===== src/rtl/hazard_ctrl.sv =====
// Pipeline hazard controller: EX forwarding selects, load-use / RAW stalls,
// jump redirect flush FSM and a mul/div hold counter.
module hazard_ctrl #(
  parameter int REG_IDX_W = 5,
  parameter int MD_LAT    = 4,
  parameter bit FWD_EN    = 1'b1
) (
  input  logic                 clk,
  input  logic                 rst,
  input  logic [REG_IDX_W-1:0] rs1_idx_id,
  input  logic [REG_IDX_W-1:0] rs2_idx_id,
  input  logic                 rs1_used_id,
  input  logic                 rs2_used_id,
  input  logic [REG_IDX_W-1:0] rs1_idx_ex,
  input  logic [REG_IDX_W-1:0] rs2_idx_ex,
  input  logic [REG_IDX_W-1:0] rd_idx_ex,
  input  logic                 reg_wen_ex,
  input  logic                 is_load_ex,
  input  logic                 md_op_ex,
  input  logic                 jump_en_ex,
  input  logic [REG_IDX_W-1:0] rd_idx_mem,
  input  logic [REG_IDX_W-1:0] rd_idx_wb,
  input  logic                 reg_wen_mem,
  input  logic                 reg_wen_wb,
  input  logic                 imem_rvalid,
  output logic                 stall_en_if,
  output logic                 stall_en_if2id,
  output logic                 stall_en_id2ex,
  output logic                 flush_en_if2id,
  output logic                 flush_en_id2ex,
  output logic                 flush_en_ex2mem,
  output logic [1:0]           alu_rs1_data_sel_ex,
  output logic [1:0]           alu_rs2_data_sel_ex,
  output logic                 load_stall,
  output logic                 md_busy,
  output logic                 redirect_wait
);

  localparam int CNT_W = $clog2(MD_LAT) + 1;
  localparam logic [CNT_W-1:0] CNT_LAST = CNT_W'(MD_LAT - 1);
  localparam logic [CNT_W-1:0] CNT_ONE  = CNT_W'(1);
  localparam logic [REG_IDX_W-1:0] IDX_ZERO = '0;

  localparam logic [1:0] SEL_BUF = 2'd0;
  localparam logic [1:0] SEL_MEM = 2'd1;
  localparam logic [1:0] SEL_WB  = 2'd2;

  localparam logic [0:0] ST_IDLE = 1'b0;
  localparam logic [0:0] ST_WAIT = 1'b1;

  logic [0:0]       state;
  logic [0:0]       state_nxt;
  logic [CNT_W-1:0] cnt;
  logic [CNT_W-1:0] cnt_nxt;

  logic redirect_flush;
  logic md_hold;
  logic raw_hit;
  logic ls_int;

  function automatic logic hit(input logic used,
                               input logic [REG_IDX_W-1:0] src,
                               input logic [REG_IDX_W-1:0] rd,
                               input logic wen);
    return used && (src == rd) && wen && (rd != IDX_ZERO);
  endfunction

  function automatic logic [1:0] fwd_sel(input logic [REG_IDX_W-1:0] src);
    if (src == IDX_ZERO)
      return SEL_BUF;
    else if (reg_wen_mem && (src == rd_idx_mem))
      return SEL_MEM;
    else if (reg_wen_wb && (src == rd_idx_wb))
      return SEL_WB;
    else
      return SEL_BUF;
  endfunction

  always_comb begin
    redirect_flush = 1'b0;
    state_nxt      = state;
    case (state)
      ST_IDLE: begin
        redirect_flush = jump_en_ex;
        if (jump_en_ex)
          state_nxt = ST_WAIT;
      end
      default: begin
        // EX holds a bubble while waiting, so a jump here is not possible.
        redirect_flush = !imem_rvalid;
        if (imem_rvalid)
          state_nxt = ST_IDLE;
      end
    endcase
  end

  // A taken jump kills the mul/div in EX, so it never holds.
  always_comb begin
    md_hold = md_op_ex && !jump_en_ex && (cnt < CNT_LAST);
    cnt_nxt = md_hold ? (cnt + CNT_ONE) : '0;
  end

  always_comb begin
    raw_hit = 1'b0;
    if (FWD_EN) begin
      raw_hit = is_load_ex &&
                (hit(rs1_used_id, rs1_idx_id, rd_idx_ex, reg_wen_ex) ||
                 hit(rs2_used_id, rs2_idx_id, rd_idx_ex, reg_wen_ex));
    end else begin
      raw_hit = hit(rs1_used_id, rs1_idx_id, rd_idx_ex,  reg_wen_ex)  ||
                hit(rs2_used_id, rs2_idx_id, rd_idx_ex,  reg_wen_ex)  ||
                hit(rs1_used_id, rs1_idx_id, rd_idx_mem, reg_wen_mem) ||
                hit(rs2_used_id, rs2_idx_id, rd_idx_mem, reg_wen_mem) ||
                hit(rs1_used_id, rs1_idx_id, rd_idx_wb,  reg_wen_wb)  ||
                hit(rs2_used_id, rs2_idx_id, rd_idx_wb,  reg_wen_wb);
    end
    ls_int = raw_hit && !md_hold && !redirect_flush;
  end

  always_comb begin
    stall_en_if         = 1'b0;
    stall_en_if2id      = 1'b0;
    stall_en_id2ex      = 1'b0;
    flush_en_if2id      = 1'b0;
    flush_en_id2ex      = 1'b0;
    flush_en_ex2mem     = 1'b0;
    alu_rs1_data_sel_ex = SEL_BUF;
    alu_rs2_data_sel_ex = SEL_BUF;
    load_stall          = 1'b0;
    md_busy             = 1'b0;
    redirect_wait       = 1'b0;
    if (!rst) begin
      // Redirect flush wins over any front-end stall.
      stall_en_if     = (ls_int || md_hold) && !redirect_flush;
      stall_en_if2id  = (ls_int || md_hold) && !redirect_flush;
      stall_en_id2ex  = md_hold;
      flush_en_if2id  = redirect_flush;
      flush_en_id2ex  = ls_int || redirect_flush;
      flush_en_ex2mem = md_hold;
      load_stall      = ls_int;
      md_busy         = md_hold;
      redirect_wait   = (state == ST_WAIT);
      if (FWD_EN) begin
        alu_rs1_data_sel_ex = fwd_sel(rs1_idx_ex);
        alu_rs2_data_sel_ex = fwd_sel(rs2_idx_ex);
      end
    end
  end

  always_ff @(posedge clk) begin
    if (rst) begin
      state <= ST_IDLE;
      cnt   <= '0;
    end else begin
      state <= state_nxt;
      cnt   <= cnt_nxt;
    end
  end

endmodule


===== config.mk =====
export PLATFORM = sky130hd
export DESIGN_NAME = hazard_ctrl
export DESIGN_NICKNAME = d
export VERILOG_FILES = /design/src/rtl/hazard_ctrl.sv
export SDC_FILE = /design/constraint.sdc
export NUM_CORES = 1
export LEC_CHECK = 0
export BUFFER_PORTS_ARGS = -buffer_cell sky130_fd_sc_hd__buf_2
export CAP_MARGIN = 30
export CORE_MARGIN = 3
export CORE_UTILIZATION = 39
export CTS_CLUSTER_DIAMETER = 200
export DETAILED_ROUTE_END_ITERATION = 8
export PLACE_DENSITY_LB_ADDON = 0.1
export SLEW_MARGIN = 5
export SYNTH_ARGS = -nofsm -noshare
export SYNTH_HDL_FRONTEND = slang
export SYNTH_SLANG_ARGS = --single-unit

===== constraint.sdc =====
create_clock -name clk -period 5.5 [get_ports clk]
set_input_delay 1.65 -clock clk [delete_from_list [all_inputs] [get_ports clk]]
set_output_delay 1.65 -clock clk [all_outputs]
set_load 0.02 [all_outputs]

; ---- After elaboration in Yosys (flattened, before gate mapping)
; Index checks and enable logic that the tools add are counted.
[word_totals]
regBits = 4
latch_bits = 0
mem_bits_rw = 0
mem_bits_ro = 0
out_inout_bits = 13
n_memories = 0
[op_classes]
n_addsub = 1
n_mul = 0
n_div = 0
n_lt_le_gt_ge = 1
eq_ne = 6
shift = 0
mux = 18
bitwise = 1
n_reduce_logical = 27
[op_table]
columns = op, count
row1 = 5-bit equality test, 6
row2 = 1-bit logical AND, 16
row3 = 2-bit two-way mux, 8
row4 = 5-bit logical NOT, 2
row5 = 1-bit two-way mux, 10
row6 = 5-bit nonzero test, 1
row7 = 1-bit logical NOT, 4
row8 = 3-bit by 1-bit adder with 3-bit output (second input constant), 1
row9 = 1-bit logical OR, 3
row10 = 3-bit by 2-bit < comparator with 1-bit output (second input constant), 1
row11 = 2-bit OR reduction, 1
row12 = 1-bit NOT, 1

; ---- Depth between registers and ports, before layout
; Gate-level depths: netlist of run 1.
[depth]
word_depth = 11
mapped_depth = 5
ltp_nobuf = 4

; ---- Least setup slack after synthesis of run 1
; No wires, ideal clock.
[synth_timing]
path_kind = input to output
from = in jump_en_ex
to = out stall_en_if2id
t_arrival_ns = 2.879
required_time_ns = 3.850
path_slack_ns = 0.971
stages = 5
path_buffers = 1
cell_sequence = or2_2 a21oi_1 nand4_1 o2bb2ai_1 buf_4
[synth_via]
elab_chain_len = 9
elab_cells_between_ends = 11
classes_between = mux (2) / reduce/logical (9)
[synth_rtl]
columns = item, line
row1 = "start, declared", 20  ; input logic jump_en_ex,
row2 = 1-bit logical NOT, 99  ; md_hold = md_op_ex && !jump_en_ex && (cnt < CNT_LAST);
row3 = 1-bit logical AND (2 in series), 99
row4 = 1-bit logical NOT, 117  ; ls_int = raw_hit && !md_hold && !redirect_flush;
row5 = 1-bit logical AND (2 in series), 117
row6 = 1-bit logical OR, -
row7 = 1-bit logical AND (*), -
row8 = 1-bit two-way mux (*), -
row9 = "end, declared", 27  ; output logic stall_en_if2id,
; Mark *: on every way between the ends. The rest lies on a longest branch, timed or not.

; ---- Worst setup path after layout of run 1
[layout_timing]
from = in rd_idx_ex[4]
to = out flush_en_id2ex
[layout_via]
elab_chain_len = 10
elab_cells_between_ends = 15
classes_between = eq/ne (2) / mux (1) / reduce/logical (12)
[layout_rtl]
columns = item, line
row1 = "start, declared", 16  ; input logic [REG_IDX_W-1:0] rd_idx_ex,
row2 = 5-bit equality test, -
row3 = 1-bit logical AND (3 in series), -
row4 = 1-bit logical OR (*), -
row5 = 1-bit logical AND (*), 106  ; raw_hit = is_load_ex &&
row6 = 1-bit logical AND (*) (2 in series), 117
row7 = 1-bit logical OR (*), 138  ; flush_en_id2ex = ls_int || redirect_flush;
row8 = 1-bit two-way mux (*), 132  ; if (!rst) begin
row9 = "end, declared", 30  ; output logic flush_en_id2ex,
; Marked as above.

==> results of run 1 <==
==> path summary, 6_finish.rpt <==
kind	from	end	slack (ns)	cells after the start
setup reg to reg	cnt[2]$_SDFF_PN0_	cnt[2]$_SDFF_PN0_	4.55	4
hold reg to reg	cnt[0]$_SDFF_PN0_	cnt[0]$_SDFF_PN0_	0.45	1
hold / removal	cnt[0]$_SDFF_PN0_	cnt[0]$_SDFF_PN0_	0.45	1
setup / recovery	rd_idx_ex[4]	flush_en_id2ex	0.95	6
==> worst max-delay path, stage by stage <==
cell     delay [ns]
buf_2          0.12
xor2_1         0.16
nor4_2         0.29
a32oi_1        0.19
o41ai_2        0.28
buf_2          0.20
==> area by class of cell <==
| type | instances | area, µm² |
|---|---|---|
| Fill cell | 152 | 587 |
| Inverter | 3 | 11.3 |
| Multi-Input combinational cell | 74 | 531 |
| Clock buffer | 3 | 22.5 |
| Sequential cell | 4 | 80.1 |
| Tap cell | 16 | 20.0 |
| Timing Repair Buffer | 58 | 290 |
==> cells by family after synthesis <==
family          share of synthesized area
xor+xnor                            0.405
fa+ha+maj                          0.0193
simple gates                        0.334
flops                               0.124
buf+inv                            0.0579
compound gates                     0.0598
==> state kept, by name (all words and copies together) (netlist names) <==
register and cells:
cnt 3, state 1
==> cells in the mapped netlist <==
| cell | instances |
|---|---|
| and2_1 | 2 |
| a21oi_1 | 1 |
| o2bb2ai_1 | 1 |
| a32oi_1 | 1 |
| nor2_1 | 7 |
| xor2_1 | 16 |
| and4_1 | 2 |
| or4_1 | 2 |
| nor4_1 | 3 |
| buf_4 | 3 |
| nor2b_1 | 2 |
| xnor2_1 | 14 |
| clkbuf_1 | 1 |
| dfxtp_1 | 4 |
| inv_1 | 3 |
| nor4_2 | 1 |
| o41ai_2 | 1 |
| and2_0 | 1 |
| ha_1 | 1 |
| or2_2 | 2 |
| nand3_1 | 4 |
| nand2_1 | 5 |
| nand4_1 | 3 |
| nor3_1 | 5 |
==> routing by layer <==
metal	up-vias	global-route usage
li1	408	-
met1	321	0.165
met2	39	0.257
met3	3	0.0421
met4	0	0.0663
met5	-	0
==> stage by stage <==
step	instances	util	hold slack (ns)	area (µm²)
2_1_floorplan	85	-	0.427	648
3_3_place_gp	155	0.605	0.446	932
3_5_place_dp	155	0.605	0.456	932
4_1_cts	158	0.619	0.462	955
5_1_grt	158	0.619	0.477	955
6_report	158	0.619	0.453	955
==> report_power, final <==
part / internal (mW) / leakage (nW) / switching (mW)
Sequential: 0.0302 / 0.0327 / 0.000593
Combinational: 0.0302 / 0.451 / 0.0304
Clock: 0.0244 / 0.0138 / 0.0123
==> impl_metrics.toml, run 1 <==
[cells_and_area]
drive_gt1_frac = 0.458
diodes = 0
mostFrequentLayoutCell = "buf_2"
nets = 191
layout_common_cells = "buf_2, xor2_1, xnor2_1"
syn_to_final_growth_pct = 47.3

[sta]
fin_ws_ns = 0.954
max_freq_mhz = 220
slew_viol_final = 0
skew_ns = 0.00743
setup_viol = 0
rsz0062_at_grt = "no"
finalSetupTns_ns = 0
hold_violations = 0
period_needed_ns = 4.55
timing.final.crit_share = 0.827
worst_pin_slew_ns = 0.308
relSlewSlack = 0.794

[floorplanning]
die_y_um = 46.8
die-area_mm2 = 0.00219
num_io_pins = 59
coreArea_mm2 = 0.00154
rows = 14
die_w_um = 46.8
start_util = 0.420

[drt]
wl_per_cell_um = 11.0
top_layer = "met4"
dr.first_iter.drc_count = 13
drt-total-wl_mm = 1.74
wl_met2_um = 837
drt_pass1_iterations = 4
dr_wl_met3_um = 209
routed-via-count = 771
drt-vias-per-instance = 4.88
drc_errors = 0
wl_met1_um = 672
ant_nets = 0

[critical_path]
cp.arrival_ns = 2.90
crit_fanout = 3
path_class = "input pin to output pin"
startpoint_type = "input pin"
crit_required_ns = 3.85
end_kind = "output pin"

[worst_hold_path]
hold_path_class = "register to register"

[clock_tree]
htree_num_levels = 1
hold_buffers = 0
cts_buffer_depth = 2
clock_latency_ns = 0.24
postCtsResizedCells = 0
clk_pin_slew_ns = 0.04
cts_buffers = 3
cts_tree = "yes"
cts_root_buf = "clkbuf_4"
clock-sinks = 4
post_cts_buffers = 0

[synthesis]
synth_top_area_cell = "xor2_1"
synth-seq-cells = 4
netlist_area_um2 = 648
ys_types = 24
synth_top_cells_by_area = "xor2_1, xnor2_1, dfxtp_1"
yosys_warnings = 0
syn_area_per_cell_um2 = 7.62
synth_top_cell_area_share = 0.216
syn_nets = 132
ys_seq_area_frac = 0.124
syn_inst = 85

[global_route]
grt_pass1_wl_mm = 2.30
grt_antenna_before_repair = 0
grt_pass1_vias = 615
grt.overflow.total = 0
grt_max_degree = 10
gr-usage-all-layers = 0.148

[placed_design]
portBuffers = 58
place_ws_ns = 0.935
place_congestion = 0.728
dp_hpwl_mm = 1.53

[pwr]
design_power_total_mw = 0.128
ir_drop_mv = 0.125
p_leak_nw = 0.498
power.density_mw_per_mm2 = 134

[flow_run]
max_cap_viol_count = 0

[outcome]
status = "finished, final reports clean"
Note: power is estimated with default switching activity, not from simulation.
==> run 2: changes to the inputs <==
CORE_ASPECT_RATIO = 1.4   (was unset)
CORE_UTILIZATION = 33   (was 39)
clock period = 4 ns   (was 5.5 ns; I/O delays follow)
==> impl_metrics.toml, run 2 (synthesized netlist as in run 1, its figures left out) <==
[drt]
drc_errors = 0
drt-total-wl_mm = 1.74
drt-vias-per-instance = 4.81
drt_pass1_iterations = 2
routed-via-count = 779
dr.first_iter.drc_count = 1
wl_per_cell_um = 10.7
ant_nets = 0

[worst_hold_path]
hold_path_class = "register to register"
min_path_cells = 1
worstHoldEndpoint = "cnt[0]$_SDFF_PN0_"
holdCritStartpoint = "cnt[0]$_SDFF_PN0_"

[critical_path]
cp.arrival_ns = 2.46
timing.rr.start = "cnt[2]$_SDFF_PN0_"
rr_worst_depth = 4
crit_chain = "buf_2 > xor2_1 > nor4_2 > a32oi_1 > o41ai_2 > buf_2"
rrSetupSlack_ns = 3.03
crit_required_ns = 2.80
slowest_stage = "o41ai_2"
crit_fanout = 3
path_class = "input pin to output pin"
startpoint_type = "input pin"
critical_path.max_stage_delay_ns = 0.31
end_kind = "output pin"
r2r_end = "cnt[2]$_SDFF_PN0_"
crit_path_frequent_cell = "buf_2"

[clock_tree]
cts_tree = "yes"
htree_num_levels = 1
clock-sinks = 4
postCtsResizedCells = 0
clock_latency_ns = 0.23
hold_buffers = 0
cts_buffer_depth = 2
cts_root_buf = "clkbuf_4"
clk_pin_slew_ns = 0.04
cts_buffers = 3
post_cts_buffers = 0

[global_route]
busiest_layer = "met2"
grt_pass1_wl_mm = 2.88
grt_antenna_before_repair = 0
grt_pass1_vias = 778
gr-usage-all-layers = 0.145
use_met1 = 0.137
grt_max_degree = 10
grt.overflow.total = 0
globalRouteMet3Util = 0.0122
met2_usage = 0.292

[placed_design]
portBuffers = 58
placed_cells = 159
place_ws_ns = 0.332
dp_hpwl_mm = 1.61
place_congestion = 0.813

[cells_and_area]
layout_common_cells = "buf_2, xor2_1, xnor2_1"
syn_to_final_growth_pct = 48.1
diodes = 0
final_core_util = 0.533
nets = 191
top_regs = "cnt x3, state x1"
drive_gt1_frac = 0.458
largest_reg_flops = 3
fillerInstances = 191
mostFrequentLayoutCell = "buf_2"
regMostFlops = "cnt"
instances_no_fill = 162

[sta]
finalSetupTns_ns = 0
fin_ws_ns = 0.337
max_freq_mhz = 273
rsz0062_at_grt = "no"
period_needed_ns = 3.66
slew_viol_final = 0
hold_violations = 0
relSlewSlack = 0.791
setup_viol = 0
skew_ns = 0.00197
timing.final.crit_share = 0.916
worst_pin_slew_ns = 0.314

[floorplanning]
die-area_mm2 = 0.00254
start_util = 0.360
die_w_um = 43.5
num_io_pins = 59
rows = 18
coreArea_mm2 = 0.00180
die_y_um = 58.4

[pwr]
ir_drop_mv = 0.0892
p_leak_nw = 0.498
power.density_mw_per_mm2 = 182
design_power_total_mw = 0.175

[outcome]
status = "finished, final reports clean"

[flow_run]
max_cap_viol_count = 0
-- run 2: cell counts in the layout (fill, tap and decap cells not counted) --
Identical to the previous run, type by type.
-- run 2: through the flow --
stage          cell area, µm²  hold WS (ns)
4_1_cts                   960         0.468
3_3_place_gp              937         0.456
3_5_place_dp              937         0.462
6_report                  960         0.464
2_1_floorplan             648         0.427
5_1_grt                   960         0.511
-- run 2: final cells by class --
cell class | instances | area, µm² | area share
clock buffer | 3 | 22.5 | 0.0235
inverter | 3 | 11.3 | 0.0117
multi-input combinational | 74 | 531 | 0.553
sequential | 4 | 80.1 | 0.0834
tap | 20 | 25.0 | 0.0261
timing repair buffer | 58 | 290 | 0.302
-- run 2: where the power goes --
group | internal, mW | switching, mW | total [mW]
Clock | 0.0335 | 0.0157 | 0.0492
Combinational | 0.0415 | 0.0416 | 0.0831
Sequential | 0.0415 | 0.000869 | 0.0424
-- run 2: worst max path at each step --
stage | slack, ns | to | cells after the start | startpoint
finish | 0.34 | flush_en_id2ex | 6 | rd_idx_ex[4]
global route | 0.23 | flush_en_id2ex | 6 | rd_idx_ex[3]
CTS | 0.32 | flush_en_id2ex | 6 | rd_idx_ex[4]
detailed placement | 0.33 | flush_en_id2ex | 6 | rd_idx_ex[4]
global placement | 0.38 | flush_en_id2ex | 6 | rd_idx_ex[4]
floorplan | 0.37 | stall_en_if2id | 5 | jump_en_ex
-- run 2: critical path, delay by kind of cell --
family                 cells  cell delay (ns)
XOR/XNOR                   1             0.16
AO/OA/AOI/OAI              2             0.49
AND/OR/NAND/NOR            1             0.27
buffers and inverters      2             0.33
-- run 2: routing by layer --
layer  vias to the layer above  routed length (µm)
met4                         0                   0
li1                        403                   -
met5                         -                   0
met2                        33                1030
met3                         0                 148
met1                       343                 558
